`src/rtl/postmortem_pkg.sv`:
```
// Shared definitions for the postmortem trigger controller.
// Holds the FSM state encoding, the default buffer depth and a helper
// that clamps the requested post-trigger sample count to the buffer size.
package postmortem_pkg;

  // FSM state encoding (also visible on o_state)
  localparam logic [1:0] ST_IDLE   = 2'd0;
  localparam logic [1:0] ST_ARMED  = 2'd1;
  localparam logic [1:0] ST_POST   = 2'd2;
  localparam logic [1:0] ST_FROZEN = 2'd3;

  localparam int RAM_DEPTH_DEFAULT = 50000;
  localparam int SRC_NUM_DEFAULT   = 16;

  // Post-trigger count can never exceed the buffer minus one sample,
  // otherwise the freeze would overwrite the trigger point itself.
  function automatic logic [15:0] clamp_post(input logic [15:0] req,
                                             input logic [15:0] max_cnt);
    return (req > max_cnt) ? max_cnt : req;
  endfunction

endpackage

```
`src/rtl/postmortem_edge_det.sv`:
```
// Rising-edge detector for the interlock sources.
// Ports:
//   clk, rst  : clock, asynchronous active-high reset
//   src       : interlock source levels
//   mask      : 1 = source ignored (applied combinationally)
//   edge_vec  : unmasked sources that rose this cycle
// The previous-value register runs every cycle regardless of FSM state, so a
// source that is already high when capture is armed never produces an edge.
module postmortem_edge_det #(
  parameter int SRC_NUM = 16
) (
  input  logic               clk,
  input  logic               rst,
  input  logic [SRC_NUM-1:0] src,
  input  logic [SRC_NUM-1:0] mask,
  output logic [SRC_NUM-1:0] edge_vec
);

  logic [SRC_NUM-1:0] prev;

  always_ff @(posedge clk or posedge rst) begin
    if (rst) prev <= '0;
    else     prev <= src;
  end

  // Mask is not registered so a mask change affects the same cycle.
  assign edge_vec = src & ~prev & ~mask;

endmodule

```
`src/rtl/postmortem_trig_ctrl.sv`:
```
// Postmortem buffer trigger controller.
// Arms on i_arm, triggers on the first unmasked interlock rising edge (or a
// software force), records i_post_cnt more samples, then freezes the buffer.
// Ports:
//   i_clk, i_rst     : clock, asynchronous active-high reset
//   i_intl_src       : interlock source levels
//   i_intl_mask      : 1 = source ignored
//   i_post_cnt       : samples to record after trigger
//   i_arm            : arm / re-arm pulse
//   i_force_trig     : software trigger pulse
//   i_sample_tick    : one pulse per buffer write-address advance
//   i_w_ram_addr     : current buffer write address
//   o_intl_flag      : 1 = buffer frozen
//   o_trig_addr      : write address at trigger
//   o_stop_addr      : write address at freeze
//   o_first_fault    : edges that caused the trigger
//   o_fault_latch    : all edges since trigger
//   o_state          : FSM state (IDLE/ARMED/POST/FROZEN)
//   o_done           : one-cycle pulse on entry to FROZEN
//   o_trig_cnt       : saturating trigger count
// Handshake: there is no valid/ready flow control; i_arm, i_force_trig and
// i_sample_tick are single-cycle strobes sampled on every rising clock edge,
// and o_done is a single-cycle strobe that the consumer must catch.
module postmortem_trig_ctrl
  import postmortem_pkg::*;
#(
  parameter int SRC_NUM   = SRC_NUM_DEFAULT,
  parameter int RAM_DEPTH = RAM_DEPTH_DEFAULT
) (
  input  logic               i_clk,
  input  logic               i_rst,
  input  logic [SRC_NUM-1:0] i_intl_src,
  input  logic [SRC_NUM-1:0] i_intl_mask,
  input  logic [15:0]        i_post_cnt,
  input  logic               i_arm,
  input  logic               i_force_trig,
  input  logic               i_sample_tick,
  input  logic [15:0]        i_w_ram_addr,
  output logic               o_intl_flag,
  output logic [15:0]        o_trig_addr,
  output logic [15:0]        o_stop_addr,
  output logic [SRC_NUM-1:0] o_first_fault,
  output logic [SRC_NUM-1:0] o_fault_latch,
  output logic [1:0]         o_state,
  output logic               o_done,
  output logic [15:0]        o_trig_cnt
);

  localparam logic [15:0] POST_MAX = 16'(RAM_DEPTH - 1);

  logic [1:0]         state;
  logic [15:0]        remain;
  logic [SRC_NUM-1:0] edge_vec;
  logic               trig;
  logic               freeze;

  postmortem_edge_det #(.SRC_NUM(SRC_NUM)) u_edge_det (
    .clk      (i_clk),
    .rst      (i_rst),
    .src      (i_intl_src),
    .mask     (i_intl_mask),
    .edge_vec (edge_vec)
  );

  assign trig = (|edge_vec) | i_force_trig;

  // A zero load freezes on the first POST cycle without waiting for a tick;
  // otherwise the tick that consumes the last remaining sample freezes.
  assign freeze = (remain == 16'd0) || (i_sample_tick && remain == 16'd1);

  assign o_state = state;

  always_ff @(posedge i_clk or posedge i_rst) begin
    if (i_rst) begin
      state         <= ST_IDLE;
      remain        <= '0;
      o_intl_flag   <= 1'b0;
      o_trig_addr   <= '0;
      o_stop_addr   <= '0;
      o_first_fault <= '0;
      o_fault_latch <= '0;
      o_done        <= 1'b0;
      o_trig_cnt    <= '0;
    end else begin
      o_done <= 1'b0;
      case (state)
        ST_IDLE: begin
          if (i_arm) state <= ST_ARMED;
        end
        ST_ARMED: begin
          // A tick coinciding with the trigger is not counted: the counter
          // is loaded, not decremented, on this cycle.
          if (trig) begin
            state         <= ST_POST;
            o_trig_addr   <= i_w_ram_addr;
            o_first_fault <= edge_vec;
            o_fault_latch <= edge_vec;
            remain        <= clamp_post(i_post_cnt, POST_MAX);
            if (o_trig_cnt != 16'hFFFF) o_trig_cnt <= o_trig_cnt + 16'd1;
          end
        end
        ST_POST: begin
          o_fault_latch <= o_fault_latch | edge_vec;
          if (freeze) begin
            state       <= ST_FROZEN;
            remain      <= '0;
            o_intl_flag <= 1'b1;
            o_stop_addr <= i_w_ram_addr;
            o_done      <= 1'b1;
          end else if (i_sample_tick) begin
            remain <= remain - 16'd1;
          end
        end
        ST_FROZEN: begin
          if (i_arm) begin
            state         <= ST_ARMED;
            o_intl_flag   <= 1'b0;
            o_first_fault <= '0;
            o_fault_latch <= '0;
          end else begin
            o_fault_latch <= o_fault_latch | edge_vec;
          end
        end
      endcase
    end
  end

endmodule

```
`config.mk`:
```
export PLATFORM = sky130hd
export DESIGN_NAME = postmortem_trig_ctrl
export DESIGN_NICKNAME = d
export VERILOG_FILES = /design/src/rtl/postmortem_pkg.sv /design/src/rtl/postmortem_edge_det.sv /design/src/rtl/postmortem_trig_ctrl.sv
export SDC_FILE = /design/constraint.sdc
export NUM_CORES = 1
export LEC_CHECK = 0
export CORE_MARGIN = 3
export CORE_UTILIZATION = 33
export CTS_CLUSTER_DIAMETER = 150
export DETAILED_ROUTE_END_ITERATION = 8
export GPL_ROUTABILITY_DRIVEN = 1
export PLACE_DENSITY_LB_ADDON = 0.25
export SETUP_SLACK_MARGIN = 0.1
export SYNTH_ARGS = -nofsm -noshare
export SYNTH_HDL_FRONTEND = slang
export SYNTH_SLANG_ARGS = --single-unit
```
`constraint.sdc`:
```
create_clock -name i_clk -period 3.4 [get_ports i_clk]
set_input_delay 0.34 -clock i_clk [delete_from_list [all_inputs] [get_ports i_clk]]
set_output_delay 0.34 -clock i_clk [all_outputs]
set_load 0.02 [all_outputs]
```
Yosys cells after proc, flatten, opt, wreduce, memory -nomap -nowiden. Cells that the tools add are included.

Mux-type cells: 19. $add $sub $neg: 2. Equal/unequal tests: 10. Order comparisons: 1. Bitwise operators: 6. Reductions and logical operators: 18.

Operator list (count): $mux W16 (7); $pmux W16 S2 (2); $pmux W16 S3 (1); $and A16 B16 Y16 (2); $not A16 Y16 (2); $add A16 B1 Y16 const B (1); $eq A16 B1 Y1 const B (1); $gt A16 B16 Y1 const B (1); $logic_not A16 Y1 (1); $ne A16 B16 Y1 const B (1); $or A16 B16 Y16 (1); $reduce_or A16 Y1 (1); $sub A16 B1 Y16 const B (1); $reduce_and A3 Y1 (5); $mux W2 (3); $ne A2 B2 Y1 const B (3); $pmux W2 S3 (1); $reduce_and A2 Y1 (3); $reduce_bool A2 Y1 (3); $eq A2 B2 Y1 const B (2); $mux W1 (4); $ne A3 B3 Y1 const B (1); $reduce_bool A3 Y1 (1); $eq A2 B1 Y1 const B (1); other kinds (7) (7).

Register bits after elaboration: 116. Logic and storage cells: 66.

Logic depth before layout (Yosys ltp). Gate-level depths: netlist of run 1.

Depth after elaboration: 7. Depth in mapped cells: 10.

Cells and area by module. A second synthesis of run 1 with hierarchy kept.

Cells, all modules: 465. Area total of the unflattened synthesis: 5415.2 sq um.

Modules (own cells, without submodules): postmortem_trig_ctrl (area an instance 4810.9 sq um, times used 1, cells each 432, sequential area each 2502.4 sq um); postmortem_edge_det (area an instance 604.3 sq um, times used 1, cells each 33, sequential area each 400.4 sq um).

Least setup slack after synthesis of run 1. OpenSTA, ideal clock, no wires.

Path kind: reg-to-reg. Start point: reg remain[11]. End point: reg o_stop_addr[10]. Required time: 3.275 ns. Setup slack: 1.001 ns. Clock period less this slack: 2.399 ns. Arrival: 2.274 ns. Stages on the path, launching flop included: 7. Buffers on the path: 2. Cell sequence: dfrtp_1 -> or3_4 -> or4_4 -> buf_6 -> nor3_4 -> buf_8 -> mux2_4.

Cells in the longest elaborated chain, start to end: 4. Elaborated cells between the ends (all ways): 5. Classes of those cells: eq/ne (1); reduce/logical (4).

Ends and longest elaborated chain: start: declaration (RTL line postmortem_trig_ctrl.sv:52) `logic [15:0] remain;`; start signal: assignment (RTL line postmortem_trig_ctrl.sv:98) `remain <= clamp_post(i_post_cnt, POST_MAX);`; start signal: assignment (RTL line postmortem_trig_ctrl.sv:111) `remain <= remain - 16'd1;`; $eq A16 B1 Y1 (RTL line postmortem_trig_ctrl.sv:69) `assign freeze = (remain == 16'd0) || (i_sample_tick && remain == 16'd1);`; $logic_and A1 B1 Y1 (RTL line postmortem_trig_ctrl.sv:69); $logic_or A1 B1 Y1 * (RTL line postmortem_trig_ctrl.sv:69); $reduce_and A2 Y1 (no line) *; end signal: assignment (RTL line postmortem_trig_ctrl.sv:108) `o_stop_addr <= i_w_ram_addr;`; end: declaration (RTL line postmortem_trig_ctrl.sv:41) `output logic [15:0] o_stop_addr,`.

Every way passes the cells marked *; elsewhere a longest branch is shown, timed or not. A chain may end at the register's enable or synchronous reset.

Worst setup path after layout of run 1.
Start point: in i_intl_src[13]. End point: reg o_fault_latch[13].

Cells in the longest elaborated chain, start to end: 6. Elaborated cells between the ends (all ways): 10. Classes of those cells: eq/ne (1); mux (3); bitwise (4); reduce/logical (2).

Ends and longest elaborated chain: start: declaration (RTL line postmortem_trig_ctrl.sv:32) `input logic [SRC_NUM-1:0] i_intl_src,`; $and A16 B16 Y16 * (2 in a row) (RTL line postmortem_edge_det.sv:27) `assign edge_vec = src & ~prev & ~mask;`; $reduce_or A16 Y1 (RTL line postmortem_trig_ctrl.sv:65) `assign trig = (|edge_vec) | i_force_trig;`; $or A1 B1 Y1 (RTL line postmortem_trig_ctrl.sv:65); $ne A2 B2 Y1 (no line); $reduce_and A2 Y1 (no line); end signal: assignment (RTL line postmortem_trig_ctrl.sv:97) `o_fault_latch <= edge_vec;`; end signal: assignment (RTL line postmortem_trig_ctrl.sv:103) `o_fault_latch <= o_fault_latch | edge_vec;`; end signal: assignment (RTL line postmortem_trig_ctrl.sv:121) `o_fault_latch <= o_fault_latch | edge_vec;`; end: declaration (RTL line postmortem_trig_ctrl.sv:43) `output logic [SRC_NUM-1:0] o_fault_latch,`.

Every way passes the cells marked *; elsewhere a longest branch is shown, timed or not. The select of a mux whose other input is x is not followed.

==> impl_metrics.csv, run 1 <==
group,metric,value,unit
synthesis,synth_nets,550,
worst_setup_path,reg2reg_depth,5,
clock_network,cts_tree,"yes",
timing,setup_viol,0,
clock_network,numCtsBuffers,17,
clock_network,clock_sinks,116,
cells_and_area,area_growth,45.65,%
worst_setup_path,required,3.63,ns
worst_setup_path,worst-setup-path-type,"primary input to flop",
synthesis,ys_async_sr_fraction,1.000,
clock_network,worstSkewPairLatency,0.41,ns
floorplanning,die_height,130.7,um
drt,drt_iter0_markers,318,
global_routing,grt_pass1_wl,22050,um
synthesis,synth_edf_count,0,
flow_run,drv_cap,0,
worst_setup_path,critPathSlowestCell,"nor2_1",
worst_setup_path,end_kind,"flop",
global_routing,antenna_found_initial,0,
clock_network,cts-root-buf,"clkbuf_16",
placement,port_buffers,152,
cells_and_area,fin_nets,711,
drt,drcViolationCount,0,
pwr,vdd_drop_max,540.2,uV
synthesis,netlist_instances,475,
global_routing,grt_max_degree,74,
worst_setup_path,path_cells,"clkdlybuf4s50_1, nor3b_1, nor4_1, nand3_1, o21ai_2, nor2_1, a21oi_1",
timing,maxClockFrequency,0.3900,GHz
cells_and_area,drive_above_1_share,0.1211,
hold_path,hold_path_depth,1,
placement,dp.final_hpwl,9616,um
drt,ant_nets,0,
synthesis,ys_seq_area_frac,0.5660,
placement,gp_congestion,0.7963,
pwr,powerDensity,864.5,nW/um^2
run_status,status,"finished clean",
global_routing,gr-total-overflow,0,
synthesis,synth_top_cell_by_area,"dfrtp_1",
placement,place_inst,801,
worst_setup_path,r2r_end,"o_fault_latch[13]",
worst_setup_path,critical_path.max_stage_delay,0.87,ns
timing,rsz0062_at_grt,"false",
synthesis,ys_seq_elements,116,
synthesis,synth_flop_cell,"dfrtp_1",
synthesis,syn_area,5129,sq um
global_routing,grt_use_total,0.1650,
clock_network,cts.clk_slew.worst_paths,0.05,ns
cells_and_area,final_cell_mix,"clkdlybuf4s50_1, dfrtp_1, a21oi_1",
timing,fin_crit,2.564,ns
worst_setup_path,timing.reg2reg.setup_slack,0.87,ns
floorplanning,ios,153,
floorplanning,start_util,0.3450,
clock_network,cts_setup_buffers,0,
worst_setup_path,cp.arrival,2.79,ns
timing,tns,0,ns
clock_network,cts_max_level,4,
hold_path,hold_end,"u_edge_det.prev[5]",
drt,vias_per_cell,5.040,
timing,finalMaxSlewViolations,0,
synthesis,synth_top_area_share,0.5660,
worst_setup_path,crit_fanout,16,
hold_path,hold_class,"primary input to flop",
clock_network,ctsResizeCount,0,
drt,routed_wl,13630,um
drt,drtPass1Iterations,5,
global_routing,first_global_vias,4344,
timing,skew,0.007612,ns
timing,finalCritPeriodShare,0.7542,
synthesis,yosys.cell_types.count,44,
clock_network,clockBufferDepth,2,
timing,slew_headroom,0.2293,
worst_setup_path,start_kind,"primary input",
floorplanning,fp.dieW,130.7,um
floorplanning,dieArea,17070,sq um
worst_setup_path,r2r-start,"o_state[1]",
cells_and_area,final_common_cell,"clkdlybuf4s50_1",
timing,tightestPinTransition,1.152,ns
drt,wl_per_cell,16.44,um
floorplanning,rows,44,
synthesis,yosys_warnings,0,
synthesis,yosys-top-cells-area,"dfrtp_1, mux2_2, a21oi_1, o21ai_0, nor2_1",
synthesis,syn_area_per_cell,10.80,sq um
hold_path,min_from,"i_intl_src[5]",
floorplanning,fp.coreArea,14860,sq um
timing,hold_viol,0,
clock_network,hold_buffers,0,
cells_and_area,stdcell_count,829,
drt,vias,4178,
pwr,cellLeakagePower,0.003167,uW
-- state kept, by name, summed over array words and instances (netlist names) --
signal	cells
o_fault_latch	16
o_first_fault	16
o_intl_flag	1
u_edge_det.prev	16
o_trig_cnt	16
o_state	2
o_stop_addr	16
o_done	1
remain	16
o_trig_addr	16
-- worst max path at each step --
stage | startpoint | to | cells after the start
6_report | i_intl_src[13] | o_fault_latch[13] | 7
5_1_grt | i_intl_src[13] | o_fault_latch[10] | 7
4_1_cts | i_intl_src[13] | o_fault_latch[13] | 7
3_5_place_dp | i_intl_src[7] | o_fault_latch[13] | 7
3_3_place_gp | i_intl_src[7] | o_fault_latch[0] | 7
2_1_floorplan | remain[11] | o_stop_addr[10] | 6
-- stage by stage --
stage               total power, uW  hold slack [ns]  utilization  setup slack (ns)  instance area [sq um]
detailed placement             4668           0.4752       0.4624            0.4467                   6873
CTS                            6520           0.3776       0.5024            0.8651                   7467
global placement               4601           0.4620       0.4624            0.5092                   6873
global route                   6867           0.3901       0.5024            0.6328                   7467
finish                         6458           0.3932       0.5025            0.8356                   7470
floorplan                      3572           0.3714            -             1.001                   5132
-- metal layers --
| metal | vias to the layer above | GRT usage | routed length, um |
|---|---|---|---|
| met5 | - | 0 | 0 |
| met4 | 0 | 0.05989 | 166 |
| met1 | 2024 | 0.2078 | 6026 |
| li1 | 2012 | - | - |
| met2 | 130 | 0.2588 | 6345 |
| met3 | 12 | 0.06423 | 1088 |
-- power breakdown --
| part | switching (uW) | internal [uW] | total [uW] |
|---|---|---|---|
| Combinational | 1440 | 1130 | 2570 |
| Sequential | 282 | 1790 | 2070 |
| Clock | 590 | 1230 | 1820 |
-- cell usage after synthesis, types with 2 or more instances --
cell type,count
a21oi_1,51
a31oi_1,5
a32oi_1,2
and3_1,3
buf_2,4
clkbuf_1,12
dfrtp_1,116
ha_1,6
inv_1,16
mux2_2,28
mux2_4,8
nand2_1,33
nand2b_1,17
nand3_1,8
nand4_1,3
nor2_1,35
nor3_1,13
nor3b_1,16
nor4_1,10
nor4b_1,2
o21ai_0,35
o21ai_1,16
o221ai_1,2
o22ai_1,2
o31ai_1,2
xor2_1,12
-- kinds of logic (layout without fill, tap and decap cells) --
logic type,count (synthesis),in the layout,share of synthesized area
compound gates,123,123,0.1320
simple gates,147,147,0.1508
other cells,0,1,0
fa+ha+maj,6,6,0.01464
mux,36,36,0.08490
flops,116,116,0.5660
xor+xnor,13,13,0.02220
buf+inv,34,203,0.02952
-- final cells by class --
class | instances | area [sq um]
fill | 1337 | 7395
clock buffer | 22 | 494.2
clock inverter | 5 | 100.1
inverter | 16 | 63.81
antenna | 1 | 2.502
tap | 184 | 230.2
sequential | 116 | 2903
multi-input combinational | 325 | 2082
timing repair buffer | 160 | 1594
-- critical path, delay by kind of cell --
| kind | cells | cell delay (ns) |
|---|---|---|
| AOI/OAI and AO/OA | 2 | 0.28 |
| buffers and inverters | 1 | 0.47 |
| and+or+nand+nor | 4 | 1.69 |
(Power assumes the default switching activity.)
==> inputs of run 2 (changes only) <==
clock period = 2.7 ns   (was 3.4 ns; I/O delays follow)
==> run 2 against run 1 <==
Net effect: largest cell class unchanged; sequential share of layout area shrank 0.99 points; critical endpoint is now remain[10]; clock power grew 29%; highest routed layer unchanged; utilization grew 1.3 points; sequential power grew 27%; via count grew 1.8%.
==> impl_metrics.csv, run 2 (same netlist as run 1, synthesis figures left out) <==
group,metric,value,unit
pwr,cellLeakagePower,0.003273,uW
global_routing,antenna_found_initial,0,
worst_setup_path,worst-setup-path-type,"flop to flop",
floorplanning,start_util,0.3450,
pwr,internal-power,5296,uW
floorplanning,rows,44,
clock_network,clock_sinks,116,
drt,routed_wl,13840,um
global_routing,gr-total-overflow,0,
cells_and_area,stdcell_area,7665,sq um
placement,port_buffers,152,
clock_network,cts.clk_slew.worst_paths,0.06,ns
floorplanning,dieArea,17070,sq um
clock_network,numCtsBuffers,17,
global_routing,grt_pass1_wl,22390,um
timing,slew_headroom,0.5069,
cells_and_area,drive_above_1_share,0.1529,
pwr,pwr-share-comb,0.402,
drt,drtPass1Iterations,5,
drt,ant_nets,0,
clock_network,cts_tree,"yes",
timing,tightestPinTransition,0.7370,ns
run_status,status,"finished clean",
drt,wl_per_cell,16.26,um
worst_setup_path,crit_fanout,12,
worst_setup_path,required,2.99,ns
global_routing,grt_max_degree,49,
cells_and_area,fin_nets,729,
clock_network,worstSkewPairLatency,0.41,ns
placement,gp_congestion,0.8454,
timing,fin_crit,2.402,ns
timing,maxClockFrequency,0.4164,GHz
cells_and_area,multi_input_area,2085,sq um
worst_setup_path,critical_path.max_stage_delay,0.55,ns
drt,drcViolationCount,0,
worst_setup_path,path_cells,"or3_4, or4_4, o21ai_4, buf_4, a21oi_1, o21ai_0, o21ai_1",
timing,finalCritPeriodShare,0.8895,
cells_and_area,register_area,2903,sq um
hold_path,hold_class,"primary input to asynchronous set/reset pin",
floorplanning,fp.coreArea,14860,sq um
clock_network,cts_max_level,4,
pwr,powerDensity,1083,nW/um^2
cells_and_area,final_common_cell,"clkdlybuf4s50_1",
placement,placed_area,7033,sq um
worst_setup_path,start_kind,"flop",
pwr,power.clock.fraction,0.282,
pwr,vdd_drop_max,651.9,uV
floorplanning,fp.dieW,130.7,um
timing,hold_viol,0,
flow_run,drv_cap,0,
placement,dp.final_hpwl,9782,um
pwr,switching_share,0.3618,
global_routing,grt_use_total,0.1685,
floorplanning,die_height,130.7,um
cells_and_area,fillCellCount,1277,
drt,drt_iter0_markers,250,
cells_and_area,n_antenna_cell,0,
global_routing,first_global_vias,4478,
clock_network,cts-root-buf,"clkbuf_16",
clock_network,clockBufferDepth,2,
worst_setup_path,end_kind,"flop",
pwr,p_total,8297,uW
worst_setup_path,critPathSlowestCell,"or4_4",
timing,setup_viol,0,
timing,finalMaxSlewViolations,0,
cells_and_area,final_cell_mix,"clkdlybuf4s50_1, dfrtp_1, a21oi_1",
timing,skew,0.007121,ns
floorplanning,ios,153,
drt,vias_per_cell,4.996,
drt,vias,4252,
cells_and_area,area_growth,49.45,%
timing,rsz0062_at_grt,"false",
pwr,p_sw,3002,uW
worst_setup_path,cp.arrival,2.69,ns
pwr,pwr-share-seq,0.316,
[run 2: cell count changes in the layout (fill, tap and decap cells not counted), sizes merged]
| cell | change |
|---|---|
| clkinv | +2 |
| diode | -1 |
| inv | +1 |
| clkbuf | -1 |
| clkinvlp | +3 |
| buf | +18 |
[run 2: timing repair]
| item | in CTS | in global routing |
|---|---|---|
| gates resized for setup | 0 | 1 |
| setup endpoints to repair | 0 | 6 |
| setup buffers | 0 | 0 |
| hold buffers | 0 | 0 |
[run 2: layout make-up]
class,instances,area share
flip-flops and latches,116,0.3787
inverters,16,0.008325
clock inverters,11,0.01943
well taps,184,0.03004
multi-input cells,325,0.2720
clock buffers,21,0.06268
repair buffers,178,0.2289
[run 2: routing by layer]
layer,GRT usage,share of wire
met5,0,0
met4,0.05989,0.014
met3,0.06463,0.086
met2,0.2684,0.47
met1,0.2099,0.43
[run 2: power groups by stage]
stage	clock network [uW]	logic [uW]	registers (uW)
finish	2340	3340	2620
global route	2490	3650	2680
CTS	2410	3360	2620
detailed placement	0	3340	2630
global placement	0	3290	2600
floorplan	0	1480	3020
[run 2: final timing paths]
check / start / to / slack, ns / depth (start not counted)
worst min register to register: o_first_fault[14] / o_first_fault[14] / 0.48 / 2
min in group i_clk: i_intl_src[11] / u_edge_det.prev[11] / 0.32 / 1
worst max register to register: remain[11] / remain[10] / 0.30 / 7
worst max-delay path: remain[11] / remain[10] / 0.30 / 7
worst min-delay path: i_rst / o_trig_cnt[11] / 0.20 / 2
max in group asynchronous: i_rst / o_first_fault[12] / 1.57 / 3
[run 2: metrics by stage]
stage               cells    util  setup TNS [ns]  hold slack [ns]  worst slack (ns)
floorplan             475       -               0           0.3014            0.3012
finish                851  0.5157               0           0.1999            0.2984
detailed placement    819  0.4731         -0.9312           0.4747          -0.08158
CTS                   851  0.5155               0           0.2013            0.2828
global placement      819  0.4731               0           0.4632           0.02407
global route          851  0.5157               0           0.2230            0.1105
[run 2: critical path: cells and delay by family, from the launching register on]
family	cells	cell delay (ns)
flip-flops	1	0.41
buffers and inverters	1	0.22
AO/OA/AOI/OAI	4	0.65
AND/OR/NAND/NOR	2	0.98
